### config.mk
export PLATFORM = sky130hd
export DESIGN_NAME = sprite_motion_ctrl
export DESIGN_NICKNAME = d
export VERILOG_FILES = /design/src/rtl/sprite_motion_ctrl.sv
export SDC_FILE = /design/constraint.sdc
export NUM_CORES = 1
export LEC_CHECK = 0
export CORE_MARGIN = 5
export CORE_UTILIZATION = 60
export DETAILED_ROUTE_END_ITERATION = 10
export DONT_BUFFER_PORTS = 1
export GPL_TIMING_DRIVEN = 0
export HOLD_SLACK_MARGIN = 0.03
export PLACE_DENSITY = 0.87
export SLEW_MARGIN = 10
export SYNTH_ARGS = -nofsm -noshare
export SYNTH_HDL_FRONTEND = slang
export SYNTH_SLANG_ARGS = --single-unit
### constraint.sdc
create_clock -name frame_clk -period 3.1 [get_ports frame_clk]
set_clock_uncertainty 0.05 [all_clocks]
set_input_delay 0.155 -clock frame_clk [delete_from_list [all_inputs] [get_ports frame_clk]]
set_output_delay 0.155 -clock frame_clk [all_outputs]
set_load 0.05 [all_outputs]
### src/rtl/sprite_motion_ctrl.sv
// ---------------------------------------------------------------------------
// sprite_motion_ctrl
// Per-frame motion scheduler for the player sprite. Every DIV frame_clk
// cycles one physics step is taken: horizontal walk is applied in every
// state, and the vertical state machine (GROUND/RISE/APEX/FALL) moves the
// sprite and resolves collisions. The colliders are the floor, one fixed
// platform (top surface and underside) and the screen edges.
//
// Ports
//   frame_clk  in   1   frame clock
//   Reset      in   1   asynchronous, active-high reset
//   keycode    in  16   bit0 jump, bit2 left, bit3 right; other bits ignored
//   pos_x      out 10   sprite x (registered)
//   pos_y      out 10   sprite y (registered)
//   on_gnd     out  1   high while the sprite is in GROUND (registered)
//   state_dbg  out  2   GROUND=0, RISE=1, APEX=2, FALL=3 (registered)
// ---------------------------------------------------------------------------
module sprite_motion_ctrl #(
  parameter int unsigned DIV        = 3,
  parameter logic [9:0]  START_X    = 10'd100,
  parameter logic [9:0]  START_Y    = 10'd368,
  parameter logic [9:0]  GROUND_Y   = 10'd368,
  parameter logic [9:0]  X_MIN      = 10'd0,
  parameter logic [9:0]  X_MAX      = 10'd619,
  parameter logic [9:0]  PLAT_X0    = 10'd296,
  parameter logic [9:0]  PLAT_X1    = 10'd345,
  parameter logic [9:0]  PLAT_Y     = 10'd331,
  parameter logic [9:0]  PLAT_T     = 10'd32,
  parameter logic [9:0]  JUMP_V     = 10'd6,
  parameter logic [9:0]  WALK_V     = 10'd2,
  parameter int unsigned RISE_STEPS = 3
) (
  input  logic        frame_clk,
  input  logic        Reset,
  input  logic [15:0] keycode,
  output logic [9:0]  pos_x,
  output logic [9:0]  pos_y,
  output logic        on_gnd,
  output logic [1:0]  state_dbg
);

  localparam int unsigned CNT_W = (DIV > 1) ? $clog2(DIV) : 1;
  localparam int unsigned RC_W  = $clog2(RISE_STEPS + 1);
  localparam int unsigned PW    = 11;

  localparam logic [CNT_W-1:0] CNT_LAST   = CNT_W'(DIV - 1);
  localparam logic [RC_W-1:0]  RC_LAST    = RC_W'(RISE_STEPS);
  localparam logic [PW-1:0]    PLAT_UNDER = PW'(PLAT_Y) + PW'(PLAT_T);

  typedef enum logic [1:0] {
    ST_GROUND = 2'd0,
    ST_RISE   = 2'd1,
    ST_APEX   = 2'd2,
    ST_FALL   = 2'd3
  } state_t;

  state_t            r_state;
  logic [CNT_W-1:0]  r_cnt;
  logic [9:0]        r_pos_x;
  logic [9:0]        r_pos_y;
  logic [RC_W-1:0]   r_rise_cnt;
  logic              r_jump_armed;
  logic              r_on_gnd;

  state_t            w_state_nxt;
  logic [CNT_W-1:0]  w_cnt_nxt;
  logic [9:0]        w_x_nxt;
  logic [9:0]        w_y_nxt;
  logic [RC_W-1:0]   w_rc_nxt;
  logic              w_armed_nxt;

  logic              w_step;
  logic              w_key_jump;
  logic              w_key_left;
  logic              w_key_right;
  logic              w_fire;
  logic              w_inplat;
  logic              w_supported;
  logic [PW-1:0]     w_x11;
  logic [PW-1:0]     w_y11;
  logic [PW-1:0]     w_x_left;
  logic [PW-1:0]     w_x_sum;
  logic [PW-1:0]     w_x_right;
  logic [PW-1:0]     w_ny_up;
  logic              w_ny_neg;
  logic [PW-1:0]     w_ny_dn;
  logic [RC_W-1:0]   w_rc_inc;
  logic              w_unused_keys;

  // Keycode decode; only jump/left/right matter.
  assign w_key_jump    = keycode[0];
  assign w_key_left    = keycode[2];
  assign w_key_right   = keycode[3];
  assign w_unused_keys = ^{keycode[15:4], keycode[1]};

  // Physics step strobe: last cycle of each DIV-cycle window.
  assign w_step    = (r_cnt == CNT_LAST);
  assign w_cnt_nxt = w_step ? '0 : r_cnt + CNT_W'(1);

  // Collision context, always taken from the pre-step position.
  assign w_inplat    = (r_pos_x >= PLAT_X0) && (r_pos_x <= PLAT_X1);
  assign w_supported = (r_pos_y == GROUND_Y) || ((r_pos_y == PLAT_Y) && w_inplat);
  assign w_fire      = r_jump_armed && w_key_jump;

  // Horizontal candidates at 11 bits so neither edge can wrap.
  assign w_x11     = {1'b0, r_pos_x};
  assign w_x_left  = (w_x11 >= (PW'(X_MIN) + PW'(WALK_V))) ? (w_x11 - PW'(WALK_V)) : PW'(X_MIN);
  assign w_x_sum   = w_x11 + PW'(WALK_V);
  assign w_x_right = (w_x_sum > PW'(X_MAX)) ? PW'(X_MAX) : w_x_sum;

  // Vertical candidates; w_ny_neg marks a rise that would go above row 0.
  assign w_y11    = {1'b0, r_pos_y};
  assign w_ny_up  = w_y11 - PW'(JUMP_V);
  assign w_ny_neg = (w_y11 < PW'(JUMP_V));
  assign w_ny_dn  = w_y11 + PW'(JUMP_V);
  assign w_rc_inc = r_rise_cnt + RC_W'(1);

  // State register and datapath registers.
  always_ff @(posedge frame_clk or posedge Reset) begin
    if (Reset) begin
      r_state      <= ST_GROUND;
      r_cnt        <= '0;
      r_pos_x      <= START_X;
      r_pos_y      <= START_Y;
      r_rise_cnt   <= '0;
      r_jump_armed <= 1'b0;
      r_on_gnd     <= 1'b1;
    end else begin
      r_state      <= w_state_nxt;
      r_cnt        <= w_cnt_nxt;
      r_pos_x      <= w_x_nxt;
      r_pos_y      <= w_y_nxt;
      r_rise_cnt   <= w_rc_nxt;
      r_jump_armed <= w_armed_nxt;
      r_on_gnd     <= (w_state_nxt == ST_GROUND);
    end
  end

  // Next-state and next-position logic; everything holds between steps.
  always_comb begin
    w_state_nxt = r_state;
    w_x_nxt     = r_pos_x;
    w_y_nxt     = r_pos_y;
    w_rc_nxt    = r_rise_cnt;
    w_armed_nxt = r_jump_armed;

    if (w_step) begin
      // Re-arm only after jump is released, so a held key never repeats.
      w_armed_nxt = ~w_key_jump;

      if (w_key_left && !w_key_right) begin
        w_x_nxt = 10'(w_x_left);
      end else if (w_key_right && !w_key_left) begin
        w_x_nxt = 10'(w_x_right);
      end

      unique case (r_state)
        ST_GROUND: begin
          if (!w_supported) begin
            w_state_nxt = ST_FALL;
          end else if (w_fire) begin
            w_state_nxt = ST_RISE;
            w_rc_nxt    = '0;
          end
        end

        ST_RISE: begin
          // Head bump: crossing the platform underside from below.
          if (w_inplat && (w_y11 >= PLAT_UNDER) && (w_ny_neg || (w_ny_up < PLAT_UNDER))) begin
            w_y_nxt     = 10'(PLAT_UNDER);
            w_state_nxt = ST_FALL;
          end else if (w_ny_neg) begin
            w_y_nxt     = '0;
            w_state_nxt = ST_FALL;
          end else begin
            w_y_nxt  = 10'(w_ny_up);
            w_rc_nxt = w_rc_inc;
            if (w_rc_inc == RC_LAST) begin
              w_state_nxt = ST_APEX;
            end
          end
        end

        ST_APEX: begin
          w_state_nxt = ST_FALL;
        end

        ST_FALL: begin
          // Platform top wins over the floor when both would be crossed.
          if (w_inplat && (w_y11 <= PW'(PLAT_Y)) && (w_ny_dn >= PW'(PLAT_Y))) begin
            w_y_nxt     = PLAT_Y;
            w_state_nxt = ST_GROUND;
          end else if (w_ny_dn >= PW'(GROUND_Y)) begin
            w_y_nxt     = GROUND_Y;
            w_state_nxt = ST_GROUND;
          end else begin
            w_y_nxt = 10'(w_ny_dn);
          end
        end
      endcase
    end
  end

  assign pos_x     = r_pos_x;
  assign pos_y     = r_pos_y;
  assign on_gnd    = r_on_gnd;
  assign state_dbg = r_state;

endmodule

== Word-level counts from Yosys, hierarchy flattened ==
Cells that the tools add are included.

* $lt $le $gt $ge: 10
* Equality and inequality tests: 11
* Multipliers: 0
* Reductions and logical operators: 21
* $add $sub $neg: 6
* Shift operators: 0
* Bitwise gates (word level): 1
* Multiplexer cells: 24
* Divide/modulo/power cells: 0

{| class="wikitable"
|+ Operators with widths
! operator !! number
|-
| 2-to-1 mux 10 bit || 8
|-
| 2-to-1 mux 2 bit || 13
|-
| >= comparator 11 x 9 -> 1 bit (second input constant) || 2
|-
| == test 10 x 9 -> 1 bit (second input constant) || 2
|-
| >= comparator 10 x 9 -> 1 bit (second input constant) || 2
|-
| <= comparator 10 x 9 -> 1 bit (second input constant) || 2
|-
| case mux 10 bit (2 select lines) || 1
|-
| adder 10 x 2 -> 11 bit (second input constant) || 1
|-
| adder 10 x 3 -> 11 bit (second input constant) || 1
|-
| greater-than comparator 11 x 10 -> 1 bit (second input constant) || 1
|-
| < comparator 11 x 9 -> 1 bit (second input constant) || 1
|-
| subtractor 10 x 3 -> 11 bit (second input constant) || 1
|-
| >= comparator 10 x 2 -> 1 bit (second input constant) || 1
|-
| < comparator 10 x 3 -> 1 bit (second input constant) || 1
|-
| subtractor 10 x 2 -> 10 bit (second input constant) || 1
|-
| logical AND 1 bit || 9
|-
| == test 2 bit (second input constant) || 4
|-
| inequality test 2 bit (second input constant) || 4
|-
| case mux 2 bit (4 select lines) || 1
|-
| AND reduction 6 bit || 1
|-
| nonzero test 2 bit || 3
|-
| adder 2 x 1 -> 2 bit (second input constant) || 2
|-
| logical NOT 2 bit || 2
|-
| case mux 2 bit (2 select lines) || 1
|-
| other kinds (5) || 8
|}

* Bits in writable memories: 0
* Word-level logic and storage cells: 80
* Latch bits: 0
* Memory bits (read-only): 0
* Register bits after elaboration: 28
* Memories kept: 0

== Longest topological paths before layout ==
Gate-level depths: netlist (run 1).

* Depth after elaboration: 8
* Depth in mapped cells: 10
* Gate-level depth less buffers: 9

== Worst setup path after synthesis (run 1) ==
No wires, ideal clock.

* Path kind: flip-flop to flip-flop
* Start: register r_pos_y[1] (netlist: pos_y[1])
* End: register r_pos_y[7] (netlist: pos_y[7])
* Arrival: 2635 ps
* Slack: 288 ps
* Buffers on the path: 1
* Cell stages (with the launch flop): 11
* Required time: 2924 ps
* Cells stage by stage: dfrtp_1 > buf_2 > inv_1 > ha_1 > nand4b_4 > a22o_1 > a41oi_2 > a32oi_2 > nand3_1 > o21ai_0 > a221o_2

* Word-level cells in the longest chain between the ends: 6

{| class="wikitable"
|+ Ends and longest elaborated chain
! item !! line !! text
|-
| from (decl) || 60 || <nowiki>logic [9:0] r_pos_y;</nowiki>
|-
| from (signal assigned) || 132 || <nowiki>r_pos_y <= w_y_nxt;</nowiki>
|-
| subtractor 10 x 3 -> 11 bit || 113 || <nowiki>assign w_ny_up = w_y11 - PW'(JUMP_V);</nowiki>
|-
| < comparator 11 x 9 -> 1 bit || 169 || <nowiki>if (w_inplat && (w_y11 >= PLAT_UNDER) && (w_ny_neg || (w_ny_up < PLAT_UNDER))) begin</nowiki>
|-
| logical OR 1 bit || 169 ||
|-
| logical AND 1 bit || 169 ||
|-
| 2-to-1 mux 10 bit || 169 ||
|-
| case mux 10 bit (2 select lines) * || 157 || <nowiki>unique case (r_state)</nowiki>
|}

Mark *: on every way between the ends. The rest lies on a longest branch, timed or not.
A chain may end at the register's enable or synchronous reset.

== Worst setup path in the final report (run 1) ==
* Start: register r_pos_x[2] (netlist: pos_x[2])
* End: register r_rise_cnt[1]

* Word-level cells in the longest chain between the ends: 6

{| class="wikitable"
|+ Ends and longest elaborated chain
! item !! line !! text
|-
| from (decl) || 59 || <nowiki>logic [9:0] r_pos_x;</nowiki>
|-
| from (signal assigned) || 131 || <nowiki>r_pos_x <= w_x_nxt;</nowiki>
|-
| >= comparator 10 x 9 -> 1 bit or <= comparator 10 x 9 -> 1 bit (tied branches) || 101 || <nowiki>assign w_inplat = (r_pos_x >= PLAT_X0) && (r_pos_x <= PLAT_X1);</nowiki>
|-
| logical AND 1 bit * || 101 ||
|-
| logical AND 1 bit, on equally long branches || 169, 102 ||
|-
| logical AND 1 bit or logical OR 1 bit (tied branches) || 169, 102 ||
|-
| inequality test 2 bit (no source line) || n/a ||
|-
| AND reduction 6 bit (no source line) * || n/a ||
|-
| to (signal assigned) || 133 || <nowiki>r_rise_cnt <= w_rc_nxt;</nowiki>
|-
| to (decl) || 61 || <nowiki>logic [RC_W-1:0] r_rise_cnt;</nowiki>
|}

Marked as above.

==> results of run 1 <==
metal layers:
layer,GRT usage [%],vias to the layer above
li1,-,1229
met3,4.45,14
met5,0,-
met2,35.9,134
met4,6.19,0
met1,35.4,1280
timing repair:
| item | CTS | global route |
|---|---|---|
| hold endpoints to repair | 21 | 0 |
| hold buffers | 2 | 0 |
| pin swaps | 0 | 1 |
| endpoints found under the setup margin | 15 | 15 |
| resized for setup | 2 | 9 |
| setup buffers | 0 | 1 |
registers in the layout, indices dropped and copies added, names as in the netlist:
name	count
on_gnd	1
pos_x	10
pos_y	10
r_cnt	2
r_jump_armed	1
r_rise_cnt	2
state_dbg	2
worst max path at each step:
stage | cells past startpoint | slack, ns | to
3_5_place_dp | 10 | -0.14 | pos_y[7]
5_1_grt | 8 | 0.03 | r_rise_cnt[1]
3_3_place_gp | 10 | -0.07 | pos_y[7]
4_1_cts | 10 | 0.009 | pos_y[7]
2_1_floorplan | 10 | 0.29 | pos_y[7]
6_report | 8 | 0.17 | r_rise_cnt[1]
kinds of logic after synthesis:
logic type,count (synthesis)
AND/OR/NAND/NOR,130
adder cells (fa/ha/maj),10
AO/OA/AOI/OAI,102
buffers and inverters,41
XOR/XNOR,13
multiplexers,6
flip-flops,28
area by class of cell:
cell class	instances	area [um^2]	area share, %
inverters	16	60.1	2.09
plain buffers	25	168	5.84
flip-flops and latches	28	717	25.0
clock buffers	4	55.1	1.92
repair buffers	3	27.5	0.958
multi-input cells	261	1780	62.0
well taps	52	65.1	2.26
worst register-to-register path, stage by stage, from the launching register on:
cell and delay (ns):
dfstp_2 0.72, clkbuf_1 0.32, o211ai_1 0.14, a2bb2oi_1 0.43
nor3_1 0.11, o21ai_0 0.38, nor2_1 0.13, o21ai_2 0.19
mux2_1 0.35
power by group:
part / switching [W] / internal [W]
Combinational: 0.000326 / 0.000179
Sequential: 0.000258 / 0.000435
Clock: 0.000127 / 0.000114
Total: 0.000711 / 0.000728
metrics by stage:
step / power (W) / cells / setup TNS, ns / hold slack [ns]
2_1_floorplan: 0.00107 / 330 / 0 / 0.164
6_report: 0.00144 / 389 / 0 / 0.106
3_5_place_dp: 0.00119 / 382 / -1.13 / 0.238
4_1_cts: 0.00142 / 388 / 0 / 0.105
3_3_place_gp: 0.00117 / 382 / -0.308 / 0.218
5_1_grt: 0.00153 / 389 / 0 / 0.126
layout by cell type, fill, tap and decap left out, drive strengths merged, types with 5 or more instances in the layout:
master	n
xor2	5
a211oi	7
o21ai	28
xnor2	8
dfrtp	20
clkbuf	21
nand2b	5
a31oi	7
buf	9
nand3	14
nor2	31
nor4	6
ha	10
a21oi	19
dfstp	8
nor3	12
and2	7
nand2	29
inv	16
==> summary.txt, run 1 <==
Logic synthesis
  • Post-synthesis mux area share: 2.51%
  • Post-synthesis compound-gate area fraction: between 20% and 30%
  • Syn. warnings: 0
  • #FFs+latches synth: 28
  • Post-synth top flop: dfrtp_1
  • Unique cell type count in the Yosys netlist: 73
  • Post-synth top cells: 30 x nor2_1, 29 x nand2_1, 23 x o21ai_0
  • Largest family of logic cells by synthesized area: compound AO/OA/AOI/OAI gates
  • Avg Inst Size Synth: 8.17 um^2
  • Register area share after synthesis: about a quarter
  • Post-synthesis async set-or-reset flop share: between 90% and 100%
  • Synth Instances: 330
  • Top-count cell post-synth: nor2_1
  • Simple-Gate Fraction of Synth Area: between 20% and 30%
  • Mapped Nets: about 360
  • Synth top area cells: dfrtp_1 19%, dfstp_2 7.8%, ha_1 4.6%
  • Cell taking the most area after synthesis: dfrtp_1
  • Number of synthesized flops with an enable pin: 0
  • Xor and xnor fraction of the mapped netlist area: 4.50%
  • Mapped Area: 2700 um^2
  • Synth Area in Adders: between 4 and 5%
  • Yosys top cell area share: between 10% and 20%

Clock tree
  • Total CTS buffers: 3
  • Clock Sinks: 28
  • Clock Tree Buf Depth: 2
  • H-Tree Level Count: 1
  • Clk Latency, worst-skew pair: around 0.29 ns
  • Clock root cell: clkbuf_8
  • CTS tree: built
  • Clk pin slew, worst setup/hold paths: approximately 0.11 ns

STA
  • Slew @ Worst Pin: roughly 1.1 ns
  • RSZ-0062 raised after global routing: no
  • Fin crit share: between 90% and 100%
  • Min cycle time layout: ~2.9 ns
  • Slew headroom: a little over a quarter
  • Endpoints failing hold: 0
  • Final worst slack: about 0.17 ns
  • Fmax: 341 MHz
  • Setup Viol. Count Final: 0
  • Slew Viols, Final: 0

Routing
  • Top sig layer: met4
  • Met2 wire length: approximately 3200 um
  • Post-DRT Antenna Nets: 0
  • Vias per cell: between 6 and 7
  • DR pass1 iterations: 5
  • Wire length on met1: 3150 um
  • DRC: 0
  • Post-DR wirelength/cell: 18.2 um
  • Met3 routed WL: 664 um
  • Post-Route WL: between 7000 and 8000 um
  • DRT iter0 DRCs: between 300 and 400
  • DR vias: around 2,700

Critical path
  • CP Class: register to register
  • CP Capture Type: register
  • Crit Path Max Fanout: 8
  • Crit path buf inv count: 1
  • CP startpoint: pos_x[2]
  • Cell family with the largest share of critical-path delay: compound AO/OA/AOI/OAI gates
  • Worst r2r dst: r_rise_cnt[1]
  • Critical Path RT: ~3.2 ns
  • Worst EP arrival: 3.06 ns
  • R2R depth: 8
  • Critical Path Source Type: register
  • R2R Setup Slk: approximately 0.17 ns
  • FF-to-FF Start: pos_x[2]
  • CP max stage cell: dfstp_2
  • Slowest stage delay, CP: between 0.7 and 0.8 ns
  • Crit-path cells: clkbuf_1 > o211ai_1 > a2bb2oi_1 > nor3_1 > o21ai_0 > nor2_1 > o21ai_2 > mux2_1

Global route
  • First-pass GRT wire length: around 12,000 um
  • Largest net degree at the start of global routing: 29
  • Initial antenna violation count: 0
  • Number of global-route vias before repair: approximately 2,400
  • Total Routing Usage GR: between 20% and 30%
  • Grt ovf: 0

Floorplanning
  • Starting density of the core: between 60% and 70%
  • I/O Pins: slightly above 40
  • FP Rows: 24
  • DIE WIDTH: just under 80 um
  • Die H: 77.0 um
  • Core area: between 4000 and 5000 um^2
  • DIE AREA: 5930 um^2

Final layout
  • Finished Core Util: roughly 66%
  • Fin nets: roughly 370
  • Area growth from synthesis to layout: 6.54%
  • Final instance area: ~2900 um^2
  • Fillers: 350
  • Layout cells sized above 1: a little under a fifth
  • Ant. Diodes: 0

Placed design
  • Placer Congestion: 0.950
  • Placement Setup Slack: -0.136 ns
  • # port buffers: 0
  • Hpwl dp: between 5000 and 6000 um
  • Post-DP Area: 2760 um^2

Hold path
  • Hold Path Depth: 2
  • Worst hold path type: primary input to register
  • Hold_sp: keycode[0]
  • Hold Crit Endpoint: state_dbg[0]

Power and ir drop
  • P_leak: 1.14 nW
  • Maximum VDD drop: 0.658 mV
  • PwrDens: 501 nW/um^2

Job
  • Max_cap viols: 0

Outcome
  • Status: completed
(Power assumes the default switching activity.)
==> inputs of run 2 (changes only) <==
Settings changed: PLACE_DENSITY 0.87 to not set, PLACE_DENSITY_LB_ADDON set to 0.12.
==> run 2 against run 1 <==
Worst hold slack hardly changed. Routed wire length hardly changed. Global-route usage down 0.091 points. Critical endpoint is now pos_y[7]. First-iteration DRC count decreased by 9.6%.
==> summary.txt, run 2 (synthesis gave the netlist of run 1 again) <==
Outcome
  • Status: completed

Power and ir drop
  • Pwr Total: approximately 0.0014 W
  • Internal: ~0.00073 W
  • Switching Share: just under 50%
  • Clock Power Share: 16.3%
  • PwrDens: ~500 nW/um^2
  • Psw: a little over 0.0007 W
  • Maximum VDD drop: ~0.76 mV
  • P_leak: 1.13 nW
  • Comb power frac: 35.0%
  • Sequential power share: 48.6%

STA
  • Fin crit share: ~94%
  • Slew headroom: between 20 and 30%
  • Slew @ Worst Pin: about 1.0 ns
  • Min cycle time layout: ~3 ns
  • Endpoints failing hold: 0
  • Final worst slack: 0.181 ns
  • Setup Viol. Count Final: 0
  • Fmax: 343 MHz
  • RSZ-0062 raised after global routing: no
  • Slew Viols, Final: 0

Critical path
  • CP Class: register to register
  • Crit Path Max Fanout: 10
  • FF-to-FF Start: pos_y[1]
  • Slowest stage delay, CP: around 0.57 ns
  • Worst r2r dst: pos_y[7]
  • R2R depth: 10
  • R2R Setup Slk: around 0.18 ns
  • Worst EP arrival: about 3 ns
  • CP startpoint: pos_y[1]
  • Critical Path RT: approximately 3.3 ns
  • Cell family with the largest share of critical-path delay: simple AND/OR/NAND/NOR gates
  • CP max stage cell: dfrtp_4
  • Crit path buf inv count: 2
  • Crit-path cells: clkbuf_4 > inv_1 > ha_2 > nand4b_4 > nor4_2 > nor2_1 > a32oi_2 > nand3_2 > o21ai_0 > a221o_2
  • CP Capture Type: register
  • Critical Path Source Type: register

Global route
  • Grt ovf: 0
  • Initial antenna violation count: 0
  • Total Routing Usage GR: a little under a quarter
  • Largest net degree at the start of global routing: 29
  • Number of global-route vias before repair: about 2,400
  • First-pass GRT wire length: around 12,000 um

Floorplanning
  • Starting density of the core: between 60% and 70%
  • Core area: between 4000 and 5000 um^2
  • Die H: around 77 um
  • DIE WIDTH: about 77 um
  • I/O Pins: 41
  • DIE AREA: 5930 um^2
  • FP Rows: 24

Clock tree
  • Clk Latency, worst-skew pair: around 0.28 ns
  • H-Tree Level Count: 1
  • Clock Sinks: 28
  • Clock root cell: clkbuf_8
  • Clock Tree Buf Depth: 2
  • Total CTS buffers: 3
  • CTS tree: built
  • Clk pin slew, worst setup/hold paths: ~0.1 ns

Placed design
  • Placer Congestion: 0.908
  • Hpwl dp: 5220 um
  • # port buffers: 0
  • Placement Setup Slack: -0.177 ns
  • Post-DP Area: ~2800 um^2

Final layout
  • Final instance area: around 2900 um^2
  • Ant. Diodes: 0
  • Layout cells sized above 1: between 10% and 20%
  • Fin nets: approximately 370
  • Most frequent cells in the layout: 29 x nand2_1, 29 x nor2_1, 22 x o21ai_0
  • Finished Core Util: around 66%
  • Area growth from synthesis to layout: 6.31%

Routing
  • Post-DR wirelength/cell: 18.2 um
  • DR vias: 2,578
  • Vias per cell: approximately 6.6
  • Post-Route WL: 7100 um
  • DR pass1 iterations: 5
  • Post-DRT Antenna Nets: 0
  • DRT iter0 DRCs: 320
  • DRC: 0

Job
  • Max_cap viols: 0

Hold path
  • Hold_sp: keycode[0]
  • Worst hold path type: primary input to register
  • Hold Path Depth: 2
  • Hold Crit Endpoint: state_dbg[0]
-- run 2: changes by cell type in the layout (fill, tap and decap cells not counted), sizes merged --
cell    delta
clkinv     +1
inv        -1
-- run 2: what timing repair did --
| action | in CTS | in global routing |
|---|---|---|
| gates cloned | 0 | 0 |
| endpoints found under the hold margin | 21 | 0 |
| setup endpoints to repair | 15 | 15 |
| gates resized for setup | 3 | 7 |
| hold buffers | 2 | 0 |
| setup buffers | 0 | 1 |
| pin swaps | 0 | 1 |
-- run 2: area by class of cell --
cell class,count,area [um^2]
Multi-Input combinational cell,261,1780
Fill cell,390,1490
Sequential cell,28,716
Buffer,25,168
Tap cell,52,65.1
Inverter,16,60.1
Clock buffer,4,55.1
Timing Repair Buffer,3,27.5
-- run 2: worst max path at each step --
stage	cells after the start	slack, ns	to
floorplan	10	0.29	pos_y[7]
global placement	10	-0.13	pos_y[7]
detailed placement	10	-0.18	pos_y[7]
CTS	10	0.01	pos_y[7]
global route	10	0.007	pos_y[7]
finish	10	0.18	pos_y[7]
-- run 2: per-layer routing --
layer  GRT usage (%)  up-vias  wire length, um
li1                -     1231                -
met1            36.4     1237             3360
met2            35.7      101             3150
met3            3.63        9              512
met4            4.81        0               70
met5               0        -                0
-- run 2: power groups by stage --
stage | Combinational, W | Clock [W] | Sequential (W)
detailed placement | 0.000480 | 0 | 0.000703
floorplan | 0.000392 | 0 | 0.000682
global route | 0.000559 | 0.000266 | 0.000705
finish | 0.000502 | 0.000234 | 0.000696
global placement | 0.000475 | 0 | 0.000702
CTS | 0.000485 | 0.000241 | 0.000697
-- run 2: metrics by stage --
stage,setup TNS [ns],hold slack (ns),std cells
CTS,0,0.0956,388
detailed placement,-0.965,0.252,382
global route,0,0.103,389
floorplan,0,0.164,330
finish,0,0.106,389
global placement,-0.513,0.218,382
==> inputs of run 3 (changes only) <==
Settings changed: CTS_CLUSTER_SIZE set to 16.
Clock period 3.1 ns to 3.7 ns, I/O delays scaled along.
==> run 3 against run 2 <==
Core utilization fell by 0.92 points. Routed wire length fell by 1.3%. Register-to-register slack improved by 0.14 ns. Design area fell by 1.4%. Critical path depth did not move. Non-clock buffer count fell by 2. Die area did not move. Maximum frequency fell by 14%. Sequential share of layout area rose by 0.18 points.
==> summary.txt, run 3 (synthesis gave the netlist of run 1 again) <==
Job
  • Max_cap viols: 0

Clock tree
  • Clk Latency, worst-skew pair: around 0.28 ns
  • Clk pin slew, worst setup/hold paths: about 0.10 ns
  • Post-CTS sizing: 0
  • Clock Tree Buf Depth: 2
  • H-Tree Level Count: 1
  • CTS tree: built
  • Clock root cell: clkbuf_8
  • Clock Sinks: 28
  • Total CTS buffers: 3

Critical path
  • Crit-path cells: buf_2 > inv_1 > ha_1 > nand4b_4 > a22o_1 > a41oi_2 > a32oi_2 > nand3_1 > o21ai_0 > a221o_2
  • Worst r2r dst: pos_y[7]
  • CP Capture Type: register
  • R2R Setup Slk: 0.32 ns
  • CP Class: register to register
  • R2R depth: 10
  • Worst EP arrival: 3.50 ns
  • Crit path depth: 10
  • FF-to-FF Start: pos_y[1]
  • Worst setup path end: pos_y[7]
  • CP startpoint: pos_y[1]
  • Cell family with the largest share of critical-path delay: compound AO/OA/AOI/OAI gates
  • Crit path buf inv count: 2
  • Critical Path RT: around 3.8 ns
  • Slowest stage delay, CP: 0.78 ns
  • Critical Path Source Type: register
  • Crit Path Max Fanout: 10
  • CP max stage cell: dfrtp_1

Routing
  • Post-DRT Antenna Nets: 0
  • Vias per cell: between 6 and 7
  • DR pass1 iterations: 5
  • DRT iter0 DRCs: 314
  • DR vias: 2,566
  • DRC: 0
  • Post-DR wirelength/cell: approximately 18 um
  • Post-Route WL: about 7000 um

STA
  • RSZ-0062 raised after global routing: no
  • Slew Viols, Final: 0
  • Endpoints failing hold: 0
  • Min cycle time layout: 3.38 ns
  • Slew @ Worst Pin: about 1.1 ns
  • Fmax: between 200 and 300 MHz
  • Fin crit share: 91.4%
  • TNS Setup: 0 ns
  • Setup Viol. Count Final: 0
  • Slew headroom: 26.8%

Final layout
  • Ant. Diodes: 0
  • Area growth from synthesis to layout: 4.83%
  • Fin nets: 364
  • Most frequent cells in the layout: 30 x nor2_1, 29 x nand2_1, 23 x o21ai_0
  • Most common cell after layout, fill and taps aside: nor2_1
  • Layout cells sized above 1: 15.5%
  • Fillers: 386

Power and ir drop
  • Clock Power Share: between 15 and 20%
  • Psw: between 0.0005 and 0.0006 W
  • Pwr Total: 0.00120 W
  • Switching Share: 49.3%
  • P_leak: ~1.1 nW
  • PwrDens: 423 nW/um^2
  • Internal: 0.000607 W
  • Maximum VDD drop: about 0.64 mV
  • Sequential power share: about 49%
  • Comb power frac: between 30% and 40%

Placed design
  • # port buffers: 0
  • Hpwl dp: around 5200 um
  • Placer Congestion: a little over 0.9

Floorplanning
  • FP Rows: 24
  • DIE WIDTH: between 70 and 80 um
  • DIE AREA: ~5900 um^2
  • Die H: roughly 77 um
  • I/O Pins: slightly above 40
  • Starting density of the core: about three fifths
  • Core area: around 4400 um^2

Hold path
  • Worst hold path type: primary input to async pin

Global route
  • Number of global-route vias before repair: around 2,400
  • Total Routing Usage GR: 23.8%
  • First-pass GRT wire length: 11,900 um
  • Initial antenna violation count: 0
  • Grt ovf: 0
  • Largest net degree at the start of global routing: 29

Outcome
  • Status: completed
[run 3: layer usage]
metal	global-route usage, %	wire length [um]	vias to the layer above	part of all wire [%]
met3	3.63	525	7	7.5
li1	-	-	1225	-
met2	35.5	3090	120	44
met5	0	0	-	0
met4	4.81	68	0	0.97
met1	36.4	3320	1214	47
[run 3: timing repair]
item | CTS | global route
endpoints found under the hold margin | 1 | 0
hold buffers | 1 | 0
endpoints found under the setup margin | 0 | 0
buffers inserted | 0 | 0
[run 3: worst register-to-register path: stages (launching register included)]
cell and delay [ns]:
dfrtp_1 0.78, buf_2 0.34, inv_1 0.13, ha_1 0.32, nand4b_4 0.28, a22o_1 0.26, a41oi_2 0.21, a32oi_2 0.14
nand3_1 0.25, o21ai_0 0.15, a221o_2 0.36
[run 3: power by group through the flow]
stage	combinational (W)	sequential [W]	clock, W
after floorplan	0.000328	0.000572	0
after global placement	0.000398	0.000588	0
after detailed placement	0.000402	0.000589	0
after CTS	0.000405	0.000584	0.000202
after global routing	0.000464	0.000590	0.000221
final	0.000415	0.000584	0.000197
[run 3: worst min-delay path by stage]
| stage | cells past startpoint | start | end |
|---|---|---|---|
| 2_1_floorplan | 1 | Reset | pos_x[0] |
| 3_3_place_gp | 1 | keycode[0] | r_jump_armed |
| 3_5_place_dp | 1 | keycode[0] | r_jump_armed |
| 4_1_cts | 1 | Reset | pos_y[3] |
| 5_1_grt | 1 | Reset | pos_y[3] |
| 6_report | 1 | Reset | r_rise_cnt[0] |
[run 3: area by class of cell]
type | count | area, um^2 | area share, %
multi-input combinational | 261 | 1760 | 62.3
sequential | 28 | 711 | 25.1
buffer | 25 | 165 | 5.84
tap | 52 | 65.1 | 2.30
inverter | 16 | 60.1 | 2.12
clock buffer | 4 | 55.1 | 1.95
timing repair buffer | 1 | 10.0 | 0.354
[run 3: per-stage QoR]
step                cell area, um^2  setup slack, ns  cells  hold WS (ns)  util [%]
floorplan                      2700            0.888    330         0.194         -
finish                         2830            0.319    387       0.00975      64.9
global placement               2760            0.469    382         0.248      63.4
CTS                            2830            0.389    387        0.0426      64.9
detailed placement             2760            0.423    382         0.282      63.4
global route                   2830            0.143    387        0.0988      64.9
